File: src/rtl/robertson_ctrl.sv
// robertson_ctrl
//   Control sequencer for an N-bit Robertson signed shift-add multiplier.
//   Drives load/clear strobes of the M, Q, A, F registers and the adder/shift
//   strobes. It samples Q[0] once per iteration and talks to the host through
//   a start/busy/done handshake.
//
//   Optional feature macro: ROBERTSON_ABORT_EN adds the abort input. When it
//   is defined, abort=1 in any non-IDLE state returns to IDLE on the next edge
//   with no done pulse, and count holds its value.
//
// Ports
//   clk      in   rising-edge clock
//   clear_n  in   asynchronous active-low reset
//   start    in   begin a multiply (sampled only in IDLE)
//   q0       in   current LSB of Q (sampled only in TEST)
//   abort    in   (ROBERTSON_ABORT_EN only) cancel the running operation
//   ld_mq    out  load M and Q from the operand inputs
//   clr_af   out  clear A and F
//   add      out  adder selects A + M
//   sub      out  adder selects A - M (final correction step)
//   ld_af    out  load A from the adder result and update F
//   shift    out  arithmetic right shift of {F,A,Q}
//   busy     out  high in every state except IDLE
//   done     out  one-cycle pulse; product valid in {A,Q}
//   count    out  current iteration index, 0..N-1
module robertson_ctrl #(
    parameter  int N  = 8,
    localparam int CW = $clog2(N)
) (
    input  logic          clk,
    input  logic          clear_n,
    input  logic          start,
    input  logic          q0,
`ifdef ROBERTSON_ABORT_EN
    input  logic          abort,
`endif
    output logic          ld_mq,
    output logic          clr_af,
    output logic          add,
    output logic          sub,
    output logic          ld_af,
    output logic          shift,
    output logic          busy,
    output logic          done,
    output logic [CW-1:0] count
);

    localparam logic [CW-1:0] LAST = CW'(N - 1);

    typedef enum logic [2:0] {
        S_IDLE  = 3'd0,
        S_LOAD  = 3'd1,
        S_TEST  = 3'd2,
        S_ADD   = 3'd3,
        S_SUB   = 3'd4,
        S_SHIFT = 3'd5,
        S_DONE  = 3'd6
    } state_t;

    typedef struct packed {
        logic ld_mq;
        logic clr_af;
        logic add;
        logic sub;
        logic ld_af;
        logic shift;
        logic busy;
        logic done;
    } strb_t;

    state_t          state, nxt_state;
    logic [CW-1:0]   nxt_count;
    strb_t           strb;

    // Moore decode of a state's strobes. Applied to the next state so the
    // strobe register always matches the state register.
    function automatic strb_t decode(input state_t s);
        strb_t d;
        d = '0;
        case (s)
            S_LOAD:  begin d.ld_mq = 1'b1; d.clr_af = 1'b1; d.busy = 1'b1; end
            S_TEST:  d.busy = 1'b1;
            S_ADD:   begin d.add = 1'b1; d.ld_af = 1'b1; d.busy = 1'b1; end
            S_SUB:   begin d.sub = 1'b1; d.ld_af = 1'b1; d.busy = 1'b1; end
            S_SHIFT: begin d.shift = 1'b1; d.busy = 1'b1; end
            S_DONE:  begin d.done = 1'b1; d.busy = 1'b1; end
            default: d = '0;
        endcase
        return d;
    endfunction

    always_comb begin
        nxt_state = state;
        nxt_count = count;
        case (state)
            S_IDLE:  if (start) nxt_state = S_LOAD;
            S_LOAD:  begin
                nxt_count = '0;
                nxt_state = S_TEST;
            end
            // The last iteration's multiplier bit carries negative weight,
            // so it becomes a subtraction instead of an addition.
            S_TEST:  begin
                if (!q0)               nxt_state = S_SHIFT;
                else if (count == LAST) nxt_state = S_SUB;
                else                   nxt_state = S_ADD;
            end
            S_ADD,
            S_SUB:   nxt_state = S_SHIFT;
            // count saturates at LAST and holds through DONE and IDLE.
            S_SHIFT: begin
                if (count == LAST) begin
                    nxt_state = S_DONE;
                end else begin
                    nxt_count = count + 1'b1;
                    nxt_state = S_TEST;
                end
            end
            S_DONE:  nxt_state = S_IDLE;
            default: nxt_state = S_IDLE;
        endcase
`ifdef ROBERTSON_ABORT_EN
        if (abort && state != S_IDLE) begin
            nxt_state = S_IDLE;
            nxt_count = count;
        end
`endif
    end

    always_ff @(posedge clk or negedge clear_n) begin
        if (!clear_n) begin
            state <= S_IDLE;
            count <= '0;
            strb  <= '0;
        end else begin
            state <= nxt_state;
            count <= nxt_count;
            strb  <= decode(nxt_state);
        end
    end

    assign ld_mq  = strb.ld_mq;
    assign clr_af = strb.clr_af;
    assign add    = strb.add;
    assign sub    = strb.sub;
    assign ld_af  = strb.ld_af;
    assign shift  = strb.shift;
    assign busy   = strb.busy;
    assign done   = strb.done;

endmodule

File: config.mk
export PLATFORM = sky130hd
export DESIGN_NAME = robertson_ctrl
export DESIGN_NICKNAME = d
export VERILOG_FILES = /design/src/rtl/robertson_ctrl.sv
export SDC_FILE = /design/constraint.sdc
export NUM_CORES = 1
export LEC_CHECK = 0
export ABC_AREA = 1
export BUFFER_PORTS_ARGS = -buffer_cell sky130_fd_sc_hd__buf_2
export CAP_MARGIN = 10
export CORE_MARGIN = 5
export CORE_UTILIZATION = 50
export CTS_BUF_LIST = sky130_fd_sc_hd__clkbuf_8
export CTS_CLUSTER_SIZE = 14
export DETAILED_ROUTE_END_ITERATION = 7
export PLACE_DENSITY = 0.75
export SLEW_MARGIN = 10
export SYNTH_ARGS = -nofsm -noshare
export SYNTH_HDL_FRONTEND = slang
export SYNTH_SLANG_ARGS = --single-unit
export TNS_END_PERCENT = 10
File: constraint.sdc
create_clock -name clk -period 1.48 [get_ports clk]
set_input_delay 0.148 -clock clk [delete_from_list [all_inputs] [get_ports clk]]
set_output_delay 0.148 -clock clk [all_outputs]
set_load 0.05 [all_outputs]
==> metrics.txt, run 1 <==
# TYPE chip_impl_metric gauge
chip_impl_info{name="outcome",value="finished, final reports clean"} 1
chip_impl_metric{name="ys_warn_count",unit=""} 0
chip_impl_info{name="timing.critical_path.from_type",value="register"} 1
chip_impl_metric{name="floorplan.core_area",unit="sq mm"} 0.001269
chip_impl_metric{name="drt_first_pass_iters",unit=""} 4
chip_impl_metric{name="floorplan.initialDensity",unit="%"} 51.78
chip_impl_metric{name="wire_length_of_the_first_global_routing_pass",unit="mm"} 2.076
chip_impl_metric{name="timing.final.ws_setup",unit="ns"} 0.01379
chip_impl_metric{name="fp.dieArea",unit="sq mm"} 0.002139
chip_impl_metric{name="row_count",unit=""} 13
chip_impl_metric{name="timing.final.crit_period",unit="ns"} 1.466
chip_impl_metric{name="maxSlewViolCount",unit=""} 0
chip_impl_metric{name="area.growth.synth_to_final",unit="%"} 24.38
chip_impl_metric{name="numClockSinks",unit=""} 13
chip_impl_metric{name="buffer_ports.inserted",unit=""} 14
chip_impl_metric{name="worst_skew_pair.late_latency",unit="ns"} 0.24
chip_impl_info{name="worst_r2r_startpoint",value="state[1]$_DFF_PN0_"} 1
chip_impl_metric{name="vias",unit=""} 552
chip_impl_metric{name="ant_nets",unit=""} 0
chip_impl_metric{name="crit_path_max_fanout",unit=""} 8
chip_impl_metric{name="grt_util_all_layers",unit="%"} 14.10
chip_impl_info{name="critical_path.reg2reg.endpoint",value="ld_af$_DFF_PN0_"} 1
chip_impl_metric{name="power-per-cell-area",unit="mW/mm^2"} 2564
chip_impl_metric{name="crit_required",unit="ns"} 1.61
chip_impl_metric{name="place.gp.congestion",unit=""} 0.7687
chip_impl_metric{name="antenna_violations_before_repair",unit=""} 0
chip_impl_metric{name="antenna_fix_cells",unit=""} 0
chip_impl_info{name="worst_setup_path_startpoint",value="state[1]$_DFF_PN0_"} 1
chip_impl_metric{name="setup_viol",unit=""} 0
chip_impl_metric{name="top_level_i_o_count",unit=""} 15
chip_impl_metric{name="final_routed_wire_length_divided_by_cell_count",unit="um"} 12.56
chip_impl_metric{name="worst_slew_margin_rel",unit="%"} 70.29
chip_impl_metric{name="yosysSeqAreaShare",unit="%"} 49.52
chip_impl_metric{name="netlist_instances",unit=""} 74
chip_impl_metric{name="ys_ff_latch",unit=""} 13
chip_impl_metric{name="r2r_cells",unit=""} 5
chip_impl_metric{name="regToRegSetupSlack",unit="ns"} 0.01
chip_impl_metric{name="final_cell_count_no_fill",unit=""} 107
chip_impl_metric{name="remaining_drc_errors",unit=""} 0
chip_impl_metric{name="syn_area_per_cell",unit="sq um"} 8.877
chip_impl_metric{name="fin_crit_sh",unit="%"} 99.07
chip_impl_metric{name="maxCapViolCount",unit=""} 0
chip_impl_metric{name="clock_skew",unit="ns"} 0.001094
chip_impl_info{name="grt_setup_unrepaired",value="yes"} 1
chip_impl_metric{name="routed_wirelength",unit="mm"} 1.344
chip_impl_metric{name="globalRoute.totalOverflow",unit=""} 0
chip_impl_metric{name="cts_bufs_inserted",unit=""} 3
chip_impl_metric{name="cts_htree_levels",unit=""} 1
chip_impl_metric{name="drive_above_1_share",unit="%"} 39.13
chip_impl_info{name="worst_setup_path_type",value="reg2reg"} 1
chip_impl_metric{name="max_clock_freq",unit="MHz"} 682.0
chip_impl_metric{name="via_count_of_the_first_global_routing_pass",unit=""} 518
chip_impl_metric{name="avgViaCountPerCell",unit=""} 5.159
chip_impl_metric{name="post-place-ws",unit="ns"} 0.03122
chip_impl_info{name="min_path_type",value="in2reg"} 1
chip_impl_metric{name="fillers",unit=""} 109
chip_impl_metric{name="worstPathArrival",unit="ns"} 1.60
chip_impl_metric{name="report.final.hold_viol_count",unit=""} 0
chip_impl_metric{name="syn_area",unit="sq um"} 656.9
chip_impl_info{name="endpoint_kind",value="register"} 1
chip_impl_metric{name="placed_cells",unit=""} 101
chip_impl_metric{name="postSynthNetCount",unit=""} 81
chip_impl_metric{name="clock_path_buffers",unit=""} 2
chip_impl_metric{name="path_clk_slew",unit="ns"} 0.05
chip_impl_metric{name="drt_iter0_markers",unit=""} 19
chip_impl_metric{name="finalSetupTns",unit="ns"} 0
chip_impl_metric{name="worst-slew-pin-transition",unit="ns"} 0.4457
chip_impl_info{name="clk_root_buffer_cell",value="sky130_fd_sc_hd__clkbuf_8"} 1
chip_impl_info{name="cts_tree",value="built"} 1
chip_impl_metric{name="max-vdd-ir-drop",unit="mV"} 1.071
chip_impl_metric{name="maximum_number_of_pins_on_one_net_before_global_route_repair",unit=""} 14
chip_impl_metric{name="power.static_leakage",unit="nW"} 0.4959
chip_impl_metric{name="die_h",unit="um"} 46.25
chip_impl_metric{name="num-nets-final",unit=""} 100
chip_impl_info{name="critical_path_sink",value="ld_af$_DFF_PN0_"} 1
chip_impl_metric{name="ys_types",unit=""} 17
chip_impl_metric{name="dpl.hpwl",unit="um"} 998.8
chip_impl_metric{name="floorplan.die.width",unit="um"} 46.25
-- layer usage --
layer / wire, um / part of all wire (%) / global-route usage [%] / up-vias
met5: 0 / 0 / 0 / -
met4: 33 / 2.5 / 8.523 / 0
met3: 91 / 6.8 / 2.344 / 6
met2: 693 / 52 / 25.27 / 26
met1: 525 / 39 / 15.12 / 254
li1: - / - / - / 266
-- synthesized netlist by cell type --
cell type                 number  area (sq um)
sky130_fd_sc_hd__nand2_1      20         75.07
sky130_fd_sc_hd__dfrtp_1      13         325.3
sky130_fd_sc_hd__inv_1         9         33.78
sky130_fd_sc_hd__nor2_1        8         30.03
sky130_fd_sc_hd__nand3_1       7         35.03
sky130_fd_sc_hd__ha_1          3         37.54
sky130_fd_sc_hd__nand2_2       2         12.51
sky130_fd_sc_hd__nand3_2       2         20.02
sky130_fd_sc_hd__o21ai_0       2         10.01
sky130_fd_sc_hd__buf_4         1         7.510
sky130_fd_sc_hd__buf_6         1         11.26
sky130_fd_sc_hd__inv_2         1         3.750
sky130_fd_sc_hd__nand2_4       1         11.26
sky130_fd_sc_hd__nor2_2        1         6.260
sky130_fd_sc_hd__nor2_8        1         20.02
sky130_fd_sc_hd__o21ai_1       1         5.000
sky130_fd_sc_hd__o22ai_2       1         12.51
-- stage by stage --
| step | instance area, sq um | power, mW | hold slack (ns) | utilization (%) |
|---|---|---|---|---|
| final | 817.0 | 2.095 | 0.2728 | 64.40 |
| after detailed placement | 732.0 | 1.723 | 0.04640 | 57.69 |
| after global routing | 817.0 | 2.240 | 0.3323 | 64.40 |
| after CTS | 787.0 | 2.031 | 0.2646 | 62.03 |
| after global placement | 732.0 | 1.685 | 0.04232 | 57.69 |
| after floorplan | 661.9 | 1.514 | -0.1476 | - |
-- how the worst min path moves through the flow --
| stage | slack (ns) | end | startpoint | cells past startpoint |
|---|---|---|---|---|
| final | 0.27 | clr_af$_DFF_PN0_ | start | 5 |
| after global routing | 0.33 | state[1]$_DFF_PN0_ | q0 | 3 |
| after CTS | 0.26 | clr_af$_DFF_PN0_ | start | 5 |
| after detailed placement | 0.05 | clr_af$_DFF_PN0_ | clear_n | 1 |
| after global placement | 0.04 | clr_af$_DFF_PN0_ | clear_n | 1 |
| after floorplan | -0.15 | add$_DFF_PN0_ | clear_n | 0 |
-- flip-flops by register name, summed over array words and instances (netlist names) --
name and flops:
shift 1, ld_af 1, state 3, add 1, clr_af 1, busy 1
sub 1, done 1, count 3
-- worst max-delay path, cell delays in order (launching register included) --
cell and delay, ns:
sky130_fd_sc_hd__dfrtp_1 0.61, sky130_fd_sc_hd__nand2_1 0.12, sky130_fd_sc_hd__o21ai_0 0.35, sky130_fd_sc_hd__nor2_1 0.12
sky130_fd_sc_hd__nand3_2 0.08, sky130_fd_sc_hd__nand2_1 0.06
-- power by group --
group / internal (mW) / switching (mW) / leakage, nW
sequential: 0.502 / 0.144 / 0.166
combinational: 0.311 / 0.829 / 0.303
clock: 0.183 / 0.127 / 0.0269
total: 0.996 / 1.10 / 0.496
-- kinds of logic after synthesis --
| kind of cell | share of synthesized area, % |
|---|---|
| DFF | 49.52 |
| buffers and inverters | 8.571 |
| AOI/OAI and AO/OA | 4.190 |
| adders and majority gates | 5.715 |
| and+or+nand+nor | 32.00 |
-- layout make-up --
type	instances	area (sq um)	share of cell area (%)
sequential	13	327.8	40.12
multi-input combinational	49	300.3	36.75
timing repair buffer	16	87.58	10.72
tap	15	18.77	2.297
inverter	10	37.54	4.594
clock inverter	1	3.754	0.4594
clock buffer	3	41.29	5.054
-- repair_timing --
action | in CTS | in global routing
resized for setup | 0 | 6
endpoints found under the hold margin | 13 | 0
buffers inserted | 0 | 1
hold buffers | 1 | 0
endpoints found under the setup margin | 0 | 4
-- layout by cell type, fill, tap and decap left out --
master and count:
sky130_fd_sc_hd__dfrtp_2 2, sky130_fd_sc_hd__nor2_1 7, sky130_fd_sc_hd__nand2_1 19, sky130_fd_sc_hd__nand3_1 4
sky130_fd_sc_hd__nand3_2 5, sky130_fd_sc_hd__nor2_2 2, sky130_fd_sc_hd__inv_1 10, sky130_fd_sc_hd__o21ai_1 1
sky130_fd_sc_hd__nand2_4 1, sky130_fd_sc_hd__inv_2 1, sky130_fd_sc_hd__o22ai_2 1, sky130_fd_sc_hd__ha_1 1
sky130_fd_sc_hd__dfrtp_1 11, sky130_fd_sc_hd__nor2_8 1, sky130_fd_sc_hd__clkbuf_8 3, sky130_fd_sc_hd__nand2_2 3
sky130_fd_sc_hd__buf_2 14, sky130_fd_sc_hd__dlygate4sd3_1 1, sky130_fd_sc_hd__buf_4 1, sky130_fd_sc_hd__o21ai_0 2
sky130_fd_sc_hd__ha_2 2
Power figures use the tool's default switching activity.
==> run 2, diff against run 1 <==
--- a/config.mk
+++ b/config.mk
@@ -6,7 +6,7 @@
 export NUM_CORES = 1
 export LEC_CHECK = 0
 export ABC_AREA = 1
-export BUFFER_PORTS_ARGS = -buffer_cell sky130_fd_sc_hd__buf_2
+export BUFFER_PORTS_ARGS = -buffer_cell sky130_fd_sc_hd__clkbuf_2
 export CAP_MARGIN = 10
 export CORE_MARGIN = 5
 export CORE_UTILIZATION = 50
==> constraint.sdc (replaced) <==
create_clock -name clk -period 1.6 [get_ports clk]
set_input_delay 0.16 -clock clk [delete_from_list [all_inputs] [get_ports clk]]
set_output_delay 0.16 -clock clk [all_outputs]
set_load 0.05 [all_outputs]
==> run 2 against run 1 <==
Net effect:
- fmax decreased by 0.70%
- count of clock-buffer cells in the layout did not move
- sequential cell count stayed put
- combinational power down 14%
- power shrank 11%
- highest routed layer unchanged
- sequential share of layout area up 1.4 points
- hold slack worse by 0.014 ns
- global-route usage increased by 0.26 points
- clock power fell by 9.4%
- final cell count is 0.93% lower
- critical path type unchanged
==> metrics.txt, run 2 (synthesis gave the netlist of run 1 again) <==
# TYPE chip_impl_metric gauge
chip_impl_info{name="outcome",value="finished, final reports clean"} 1
chip_impl_info{name="worst_setup_path_type",value="reg2reg"} 1
chip_impl_info{name="endpoint_kind",value="register"} 1
chip_impl_metric{name="report.final.hold_viol_count",unit=""} 0
chip_impl_metric{name="numClockSinks",unit=""} 13
chip_impl_metric{name="floorplan.initialDensity",unit="%"} 51.78
chip_impl_info{name="largestRegisters",value="count x3, state x3"} 1
chip_impl_metric{name="worst_skew_pair.late_latency",unit="ns"} 0.24
chip_impl_metric{name="ant_nets",unit=""} 0
chip_impl_metric{name="worst-slew-pin-transition",unit="ns"} 0.4092
chip_impl_metric{name="crit_path_max_fanout",unit=""} 4
chip_impl_metric{name="cts_htree_levels",unit=""} 1
chip_impl_metric{name="path_clk_slew",unit="ns"} 0.05
chip_impl_metric{name="globalRoute.totalOverflow",unit=""} 0
chip_impl_metric{name="worst_slew_margin_rel",unit="%"} 72.72
chip_impl_metric{name="max_clock_freq",unit="MHz"} 677.2
chip_impl_metric{name="post-place-ws",unit="ns"} 0.1289
chip_impl_metric{name="worstPathArrival",unit="ns"} 1.60
chip_impl_metric{name="power-per-cell-area",unit="mW/mm^2"} 2363
chip_impl_metric{name="maximum_number_of_pins_on_one_net_before_global_route_repair",unit=""} 14
chip_impl_metric{name="routed_wirelength",unit="mm"} 1.226
chip_impl_metric{name="row_count",unit=""} 13
chip_impl_metric{name="area.growth.synth_to_final",unit="%"} 20.19
chip_impl_metric{name="timing.final.ws_setup",unit="ns"} 0.1234
chip_impl_metric{name="num-nets-final",unit=""} 99
chip_impl_metric{name="grt_util_all_layers",unit="%"} 14.37
chip_impl_metric{name="drt_first_pass_iters",unit=""} 4
chip_impl_metric{name="via_count_of_the_first_global_routing_pass",unit=""} 513
chip_impl_metric{name="antenna_violations_before_repair",unit=""} 0
chip_impl_info{name="worst_setup_path_startpoint",value="count[0]$_DFFE_PN0P_"} 1
chip_impl_metric{name="top_level_i_o_count",unit=""} 15
chip_impl_metric{name="drive_above_1_share",unit="%"} 31.87
chip_impl_metric{name="grt_use_met1",unit="%"} 15.90
chip_impl_metric{name="max-vdd-ir-drop",unit="mV"} 1.228
chip_impl_metric{name="grt_use_met2",unit="%"} 25.27
chip_impl_metric{name="cts_bufs_inserted",unit=""} 3
chip_impl_metric{name="fp.dieArea",unit="sq mm"} 0.002139
chip_impl_metric{name="power.static_leakage",unit="nW"} 0.4888
chip_impl_info{name="most-common-layout-cells",value="20 x sky130_fd_sc_hd__nand2_1, 14 x sky130_fd_sc_hd__clkbuf_2, 11 x sky130_fd_sc_hd__dfrtp_1, 10 x sky130_fd_sc_hd__inv_1, 8 x sky130_fd_sc_hd__nor2_1"} 1
chip_impl_metric{name="maxSlewViolCount",unit=""} 0
chip_impl_metric{name="avgViaCountPerCell",unit=""} 4.802
chip_impl_metric{name="final_routed_wire_length_divided_by_cell_count",unit="um"} 11.57
chip_impl_metric{name="antenna_fix_cells",unit=""} 0
chip_impl_info{name="min_path_type",value="in2reg"} 1
chip_impl_metric{name="buffer_ports.inserted",unit=""} 14
chip_impl_info{name="most_frequent_standard_cell_in_the_layout_excluding_fill_and_tap_cells",value="sky130_fd_sc_hd__nand2_1"} 1
chip_impl_metric{name="dpl.hpwl",unit="um"} 990.9
chip_impl_metric{name="die_h",unit="um"} 46.25
chip_impl_metric{name="final_area",unit="sq um"} 789.5
chip_impl_info{name="cts_tree",value="built"} 1
chip_impl_metric{name="floorplan.core_area",unit="sq mm"} 0.001269
chip_impl_metric{name="remaining_drc_errors",unit=""} 0
chip_impl_metric{name="postPlaceCellArea",unit="sq um"} 729.5
chip_impl_info{name="clk_root_buffer_cell",value="sky130_fd_sc_hd__clkbuf_8"} 1
chip_impl_metric{name="post_cts.repair.setup_buffers",unit=""} 0
chip_impl_metric{name="fin_crit_sh",unit="%"} 92.29
chip_impl_metric{name="setup_viol",unit=""} 0
chip_impl_info{name="holdCritStartpoint",value="start"} 1
chip_impl_metric{name="crit_required",unit="ns"} 1.73
chip_impl_metric{name="maxCapViolCount",unit=""} 0
chip_impl_info{name="grt_most_used_layer",value="met2"} 1
chip_impl_metric{name="clock_skew",unit="ns"} 0.002757
chip_impl_metric{name="timing.final.crit_period",unit="ns"} 1.477
chip_impl_metric{name="vias",unit=""} 509
chip_impl_info{name="worst_r2r_startpoint",value="count[0]$_DFFE_PN0P_"} 1
chip_impl_metric{name="place.gp.congestion",unit=""} 0.7539
chip_impl_metric{name="wire_length_of_the_first_global_routing_pass",unit="mm"} 2.125
chip_impl_metric{name="clock_path_buffers",unit=""} 2
chip_impl_metric{name="drt_iter0_markers",unit=""} 7
chip_impl_metric{name="gr-usage-met3",unit="%"} 3.516
chip_impl_metric{name="floorplan.die.width",unit="um"} 46.25
chip_impl_metric{name="hold_slack",unit="ns"} 0.2588
chip_impl_info{name="timing.critical_path.from_type",value="register"} 1
==> run 2: worst paths after layout <==
| kind | end | slack (ns) | depth (start not counted) |
|---|---|---|---|
| worst max-delay path | ld_af$_DFF_PN0_ | 0.12 | 8 |
| worst min-delay path | clr_af$_DFF_PN0_ | 0.26 | 5 |
| worst max register to register | ld_af$_DFF_PN0_ | 0.12 | 8 |
| worst min register to register | count[1]$_DFFE_PN0P_ | 0.51 | 2 |
| max in group asynchronous | count[1]$_DFFE_PN0P_ | 0.99 | 2 |
| min in group asynchronous | count[2]$_DFFE_PN0P_ | 0.35 | 2 |
==> run 2: metrics by stage <==
stage / util (%) / power [mW] / setup TNS, ns / std cells
4_1_cts: 61.83 / 1.882 / 0 / 106
2_1_floorplan: - / 1.398 / 0 / 74
6_report: 62.23 / 1.866 / 0 / 106
3_3_place_gp: 57.50 / 1.554 / 0 / 101
3_5_place_dp: 57.50 / 1.594 / 0 / 101
5_1_grt: 62.23 / 2.010 / -0.000005773 / 106
==> run 2: area by class of cell <==
| class | instances | area, sq um |
|---|---|---|
| sequential | 13 | 327.8 |
| timing repair buffer | 15 | 80.08 |
| clock inverter | 1 | 3.754 |
| multi-input combinational | 49 | 280.3 |
| clock buffer | 3 | 41.29 |
| tap | 15 | 18.77 |
| inverter | 10 | 37.54 |
| fill | 113 | 479.2 |
==> run 2: repair_timing <==
action / 4_1_cts / 5_1_grt
endpoints found under the hold margin: 13 / 0
setup endpoints to repair: 0 / 1
hold buffers: 1 / 0
resized for setup: 0 / 1
==> run 2: where the power goes <==
group	total (mW)	internal [mW]	switching, mW
combinational	0.985	0.258	0.727
clock	0.281	0.169	0.112
sequential	0.600	0.465	0.135
total	1.87	0.892	0.974
==> run 2: worst max-delay path, cell delays in order, from the launching register on <==
cell	delay (ns)
sky130_fd_sc_hd__dfrtp_2	0.42
sky130_fd_sc_hd__ha_1	0.23
sky130_fd_sc_hd__ha_1	0.21
sky130_fd_sc_hd__nand2_1	0.08
sky130_fd_sc_hd__nand3_1	0.11
sky130_fd_sc_hd__nand2_1	0.11
sky130_fd_sc_hd__nor2_1	0.04
sky130_fd_sc_hd__nand3_1	0.10
sky130_fd_sc_hd__nand2_1	0.07
==> run 2: metal layers <==
metal | vias to the layer above | wire (um)
li1 | 261 | -
met2 | 12 | 650
met4 | 0 | 13
met3 | 2 | 70
met1 | 234 | 491
met5 | - | 0
==> run 3, diff against run 2 <==
--- a/config.mk
+++ b/config.mk
@@ -11,9 +11,9 @@
 export CORE_MARGIN = 5
 export CORE_UTILIZATION = 50
 export CTS_BUF_LIST = sky130_fd_sc_hd__clkbuf_8
-export CTS_CLUSTER_SIZE = 14
+export CTS_CLUSTER_SIZE = 20
 export DETAILED_ROUTE_END_ITERATION = 7
-export PLACE_DENSITY = 0.75
+export PLACE_DENSITY = 0.74
 export SLEW_MARGIN = 10
 export SYNTH_ARGS = -nofsm -noshare
 export SYNTH_HDL_FRONTEND = slang
==> run 3 against run 2 <==
Net effect:
- utilization down 0.39 points
- hold slack lost 0.0048 ns
- clock skew about the same
- combinational power down 0.6%
- die area did not move
- power down 0.48%
- sequential cell count did not move
- global-route usage up 0.52 points
- first-iteration DRC count increased by 43%
- highest routed layer unchanged
- wire length is 2.1% lower
- via count unchanged
==> metrics.txt, run 3 (synthesis gave the netlist of run 1 again) <==
# TYPE chip_impl_metric gauge
chip_impl_metric{name="power",unit="mW"} 1.857
chip_impl_metric{name="internal_power",unit="uW"} 890.8
chip_impl_metric{name="fillers",unit=""} 113
chip_impl_metric{name="dpl.hpwl",unit="um"} 957.6
chip_impl_metric{name="crit_path_max_fanout",unit=""} 4
chip_impl_metric{name="via_count_of_the_first_global_routing_pass",unit=""} 524
chip_impl_metric{name="grt_use_met1",unit="%"} 16.02
chip_impl_metric{name="timing.final.ws_setup",unit="ns"} 0.1361
chip_impl_info{name="grt_setup_unrepaired",value="no"} 1
chip_impl_info{name="largestRegisters",value="count x3, state x3"} 1
chip_impl_metric{name="clock_skew",unit="ns"} 0.002341
chip_impl_metric{name="cts_bufs_inserted",unit=""} 3
chip_impl_metric{name="buffer_ports.inserted",unit=""} 14
chip_impl_metric{name="worstPathArrival",unit="ns"} 1.59
chip_impl_metric{name="max-vdd-ir-drop",unit="mV"} 1.141
chip_impl_metric{name="drive_above_1_share",unit="%"} 30.77
chip_impl_metric{name="antenna_violations_before_repair",unit=""} 0
chip_impl_metric{name="crit_required",unit="ns"} 1.73
chip_impl_metric{name="drt_first_pass_iters",unit=""} 4
chip_impl_metric{name="worst-slew-pin-transition",unit="ns"} 0.3961
chip_impl_info{name="most_frequent_standard_cell_in_the_layout_excluding_fill_and_tap_cells",value="sky130_fd_sc_hd__nand2_1"} 1
chip_impl_metric{name="worst_skew_pair.late_latency",unit="ns"} 0.24
chip_impl_metric{name="die_h",unit="um"} 46.25
chip_impl_metric{name="post-place-ws",unit="ns"} 0.1318
chip_impl_metric{name="p_sw_share",unit="%"} 52.02
chip_impl_metric{name="clock_power_share",unit="%"} 15.1
chip_impl_metric{name="vias",unit=""} 509
chip_impl_metric{name="maximum_number_of_pins_on_one_net_before_global_route_repair",unit=""} 14
chip_impl_metric{name="fp.dieArea",unit="sq mm"} 0.002139
chip_impl_metric{name="setup_viol",unit=""} 0
chip_impl_metric{name="maxSlewViolCount",unit=""} 0
chip_impl_info{name="clk_root_buffer_cell",value="sky130_fd_sc_hd__clkbuf_8"} 1
chip_impl_metric{name="clock_path_buffers",unit=""} 2
chip_impl_metric{name="path_depth",unit=""} 8
chip_impl_info{name="critPathTopFamily",value="adder cells"} 1
chip_impl_metric{name="cts_htree_levels",unit=""} 1
chip_impl_metric{name="row_count",unit=""} 13
chip_impl_metric{name="gr-usage-met3",unit="%"} 4.688
chip_impl_metric{name="worst_slew_margin_rel",unit="%"} 73.59
chip_impl_info{name="most-common-layout-cells",value="20 x sky130_fd_sc_hd__nand2_1, 14 x sky130_fd_sc_hd__clkbuf_2, 11 x sky130_fd_sc_hd__dfrtp_1, 10 x sky130_fd_sc_hd__inv_1, 8 x sky130_fd_sc_hd__nor2_1"} 1
chip_impl_metric{name="power.static_leakage",unit="nW"} 0.4883
chip_impl_metric{name="floorplan.die.width",unit="um"} 46.25
chip_impl_metric{name="report.final.hold_viol_count",unit=""} 0
chip_impl_metric{name="post_cts.repair.setup_buffers",unit=""} 0
chip_impl_metric{name="fin_crit_sh",unit="%"} 91.49
chip_impl_info{name="min_path_type",value="in2reg"} 1
chip_impl_info{name="grt_most_used_layer",value="met2"} 1
chip_impl_metric{name="antenna_fix_cells",unit=""} 0
chip_impl_metric{name="top_level_i_o_count",unit=""} 15
chip_impl_info{name="endpoint_kind",value="register"} 1
chip_impl_metric{name="path_clk_slew",unit="ns"} 0.05
chip_impl_metric{name="finalSetupTns",unit="ns"} 0
chip_impl_info{name="path_cells",value="ha_1 > ha_1 > nand2_1 > nand3_1 > nand2_1 > nor2_1 > nand3_1 > inv_1"} 1
chip_impl_info{name="worst_path_slowest_cell",value="sky130_fd_sc_hd__dfrtp_2"} 1
chip_impl_info{name="timing.critical_path.from_type",value="register"} 1
chip_impl_metric{name="area.growth.synth_to_final",unit="%"} 19.43
chip_impl_metric{name="power.share.sequential",unit="%"} 32.2
chip_impl_metric{name="globalRoute.totalOverflow",unit=""} 0
chip_impl_metric{name="timing.final.crit_period",unit="ns"} 1.464
chip_impl_metric{name="switching_power",unit="uW"} 966.0
chip_impl_metric{name="numClockSinks",unit=""} 13
chip_impl_metric{name="floorplan.initialDensity",unit="%"} 51.78
chip_impl_metric{name="timing.critical_path.slowest_cell_delay",unit="ns"} 0.41
chip_impl_metric{name="floorplan.core_area",unit="sq mm"} 0.001269
chip_impl_metric{name="num-nets-final",unit=""} 99
chip_impl_metric{name="ant_nets",unit=""} 0
chip_impl_metric{name="remaining_drc_errors",unit=""} 0
chip_impl_metric{name="wire_length_of_the_first_global_routing_pass",unit="mm"} 2.166
chip_impl_metric{name="final_routed_wire_length_divided_by_cell_count",unit="um"} 11.32
chip_impl_metric{name="max_clock_freq",unit="MHz"} 683.1
chip_impl_metric{name="min_delay_path_depth",unit=""} 5
chip_impl_metric{name="drt_iter0_markers",unit=""} 10
chip_impl_metric{name="r2r_cells",unit=""} 8
chip_impl_metric{name="power-per-cell-area",unit="mW/mm^2"} 2367
chip_impl_metric{name="maxCapViolCount",unit=""} 0
chip_impl_metric{name="grt_use_met2",unit="%"} 24.18
chip_impl_metric{name="critical_path.n_buffers_inverters",unit=""} 1
chip_impl_metric{name="share_comb_of_total_power",unit="%"} 52.7
chip_impl_metric{name="place.gp.congestion",unit=""} 0.7618
chip_impl_metric{name="avgViaCountPerCell",unit=""} 4.802
chip_impl_info{name="cts_tree",value="built"} 1
chip_impl_info{name="outcome",value="finished, final reports clean"} 1
chip_impl_info{name="worst_setup_path_type",value="reg2reg"} 1
chip_impl_metric{name="grt_util_all_layers",unit="%"} 14.88
chip_impl_metric{name="routed_wirelength",unit="mm"} 1.200
chip_impl_metric{name="cts_resized",unit=""} 0
chip_impl_metric{name="post_cts_hold_buffer_count",unit=""} 1
==> run 3: through the flow <==
stage	util (%)	std cells	cell area [sq um]	hold slack, ns
floorplan	-	74	659.4	-0.1356
CTS	61.83	106	784.5	0.2568
finish	61.83	106	784.5	0.2541
global route	61.83	106	784.5	0.2909
global placement	57.50	101	729.5	0.06915
detailed placement	57.50	101	729.5	0.07432
==> run 3: worst register-to-register path, stage by stage, from the launching register on <==
cell and delay [ns]:
sky130_fd_sc_hd__dfrtp_2 0.41, sky130_fd_sc_hd__ha_1 0.22, sky130_fd_sc_hd__ha_1 0.21, sky130_fd_sc_hd__nand2_1 0.07, sky130_fd_sc_hd__nand3_1 0.11, sky130_fd_sc_hd__nand2_1 0.11, sky130_fd_sc_hd__nor2_1 0.04, sky130_fd_sc_hd__nand3_1 0.10
sky130_fd_sc_hd__inv_1 0.07
==> run 3: path summary, 6_finish.rpt <==
kind	startpoint	end	slack, ns
setup / recovery	count[0]$_DFFE_PN0P_	sub$_DFF_PN0_	0.14
hold reg to reg	count[0]$_DFFE_PN0P_	count[0]$_DFFE_PN0P_	0.50
hold / removal	start	clr_af$_DFF_PN0_	0.25
max in group asynchronous	clear_n	count[0]$_DFFE_PN0P_	0.98
min in group asynchronous	clear_n	clr_af$_DFF_PN0_	0.35
setup reg to reg	count[0]$_DFFE_PN0P_	sub$_DFF_PN0_	0.14
==> run 3: layout make-up <==
class / instances / area [sq um] / area share, %
Tap cell: 15 / 18.77 / 2.392
Clock buffer: 3 / 41.29 / 5.263
Inverter: 10 / 37.54 / 4.785
Clock inverter: 1 / 3.754 / 0.4785
Multi-Input combinational cell: 49 / 275.3 / 35.09
Sequential cell: 13 / 327.8 / 41.79
Timing Repair Buffer: 15 / 80.08 / 10.21
==> run 3: power groups by stage <==
stage	combinational [mW]	clock (mW)	sequential [mW]
2_1_floorplan	0.544	0	0.854
3_5_place_dp	0.985	0	0.601
6_report	0.979	0.280	0.598
4_1_cts	0.992	0.286	0.597
5_1_grt	1.07	0.310	0.622
3_3_place_gp	0.963	0	0.596
==> run 3: routing by layer <==
metal | vias to the layer above | share of wire, %
met5 | - | 0
met2 | 13 | 52
met1 | 229 | 40
met4 | 0 | 2.7
li1 | 263 | -
met3 | 4 | 5.8
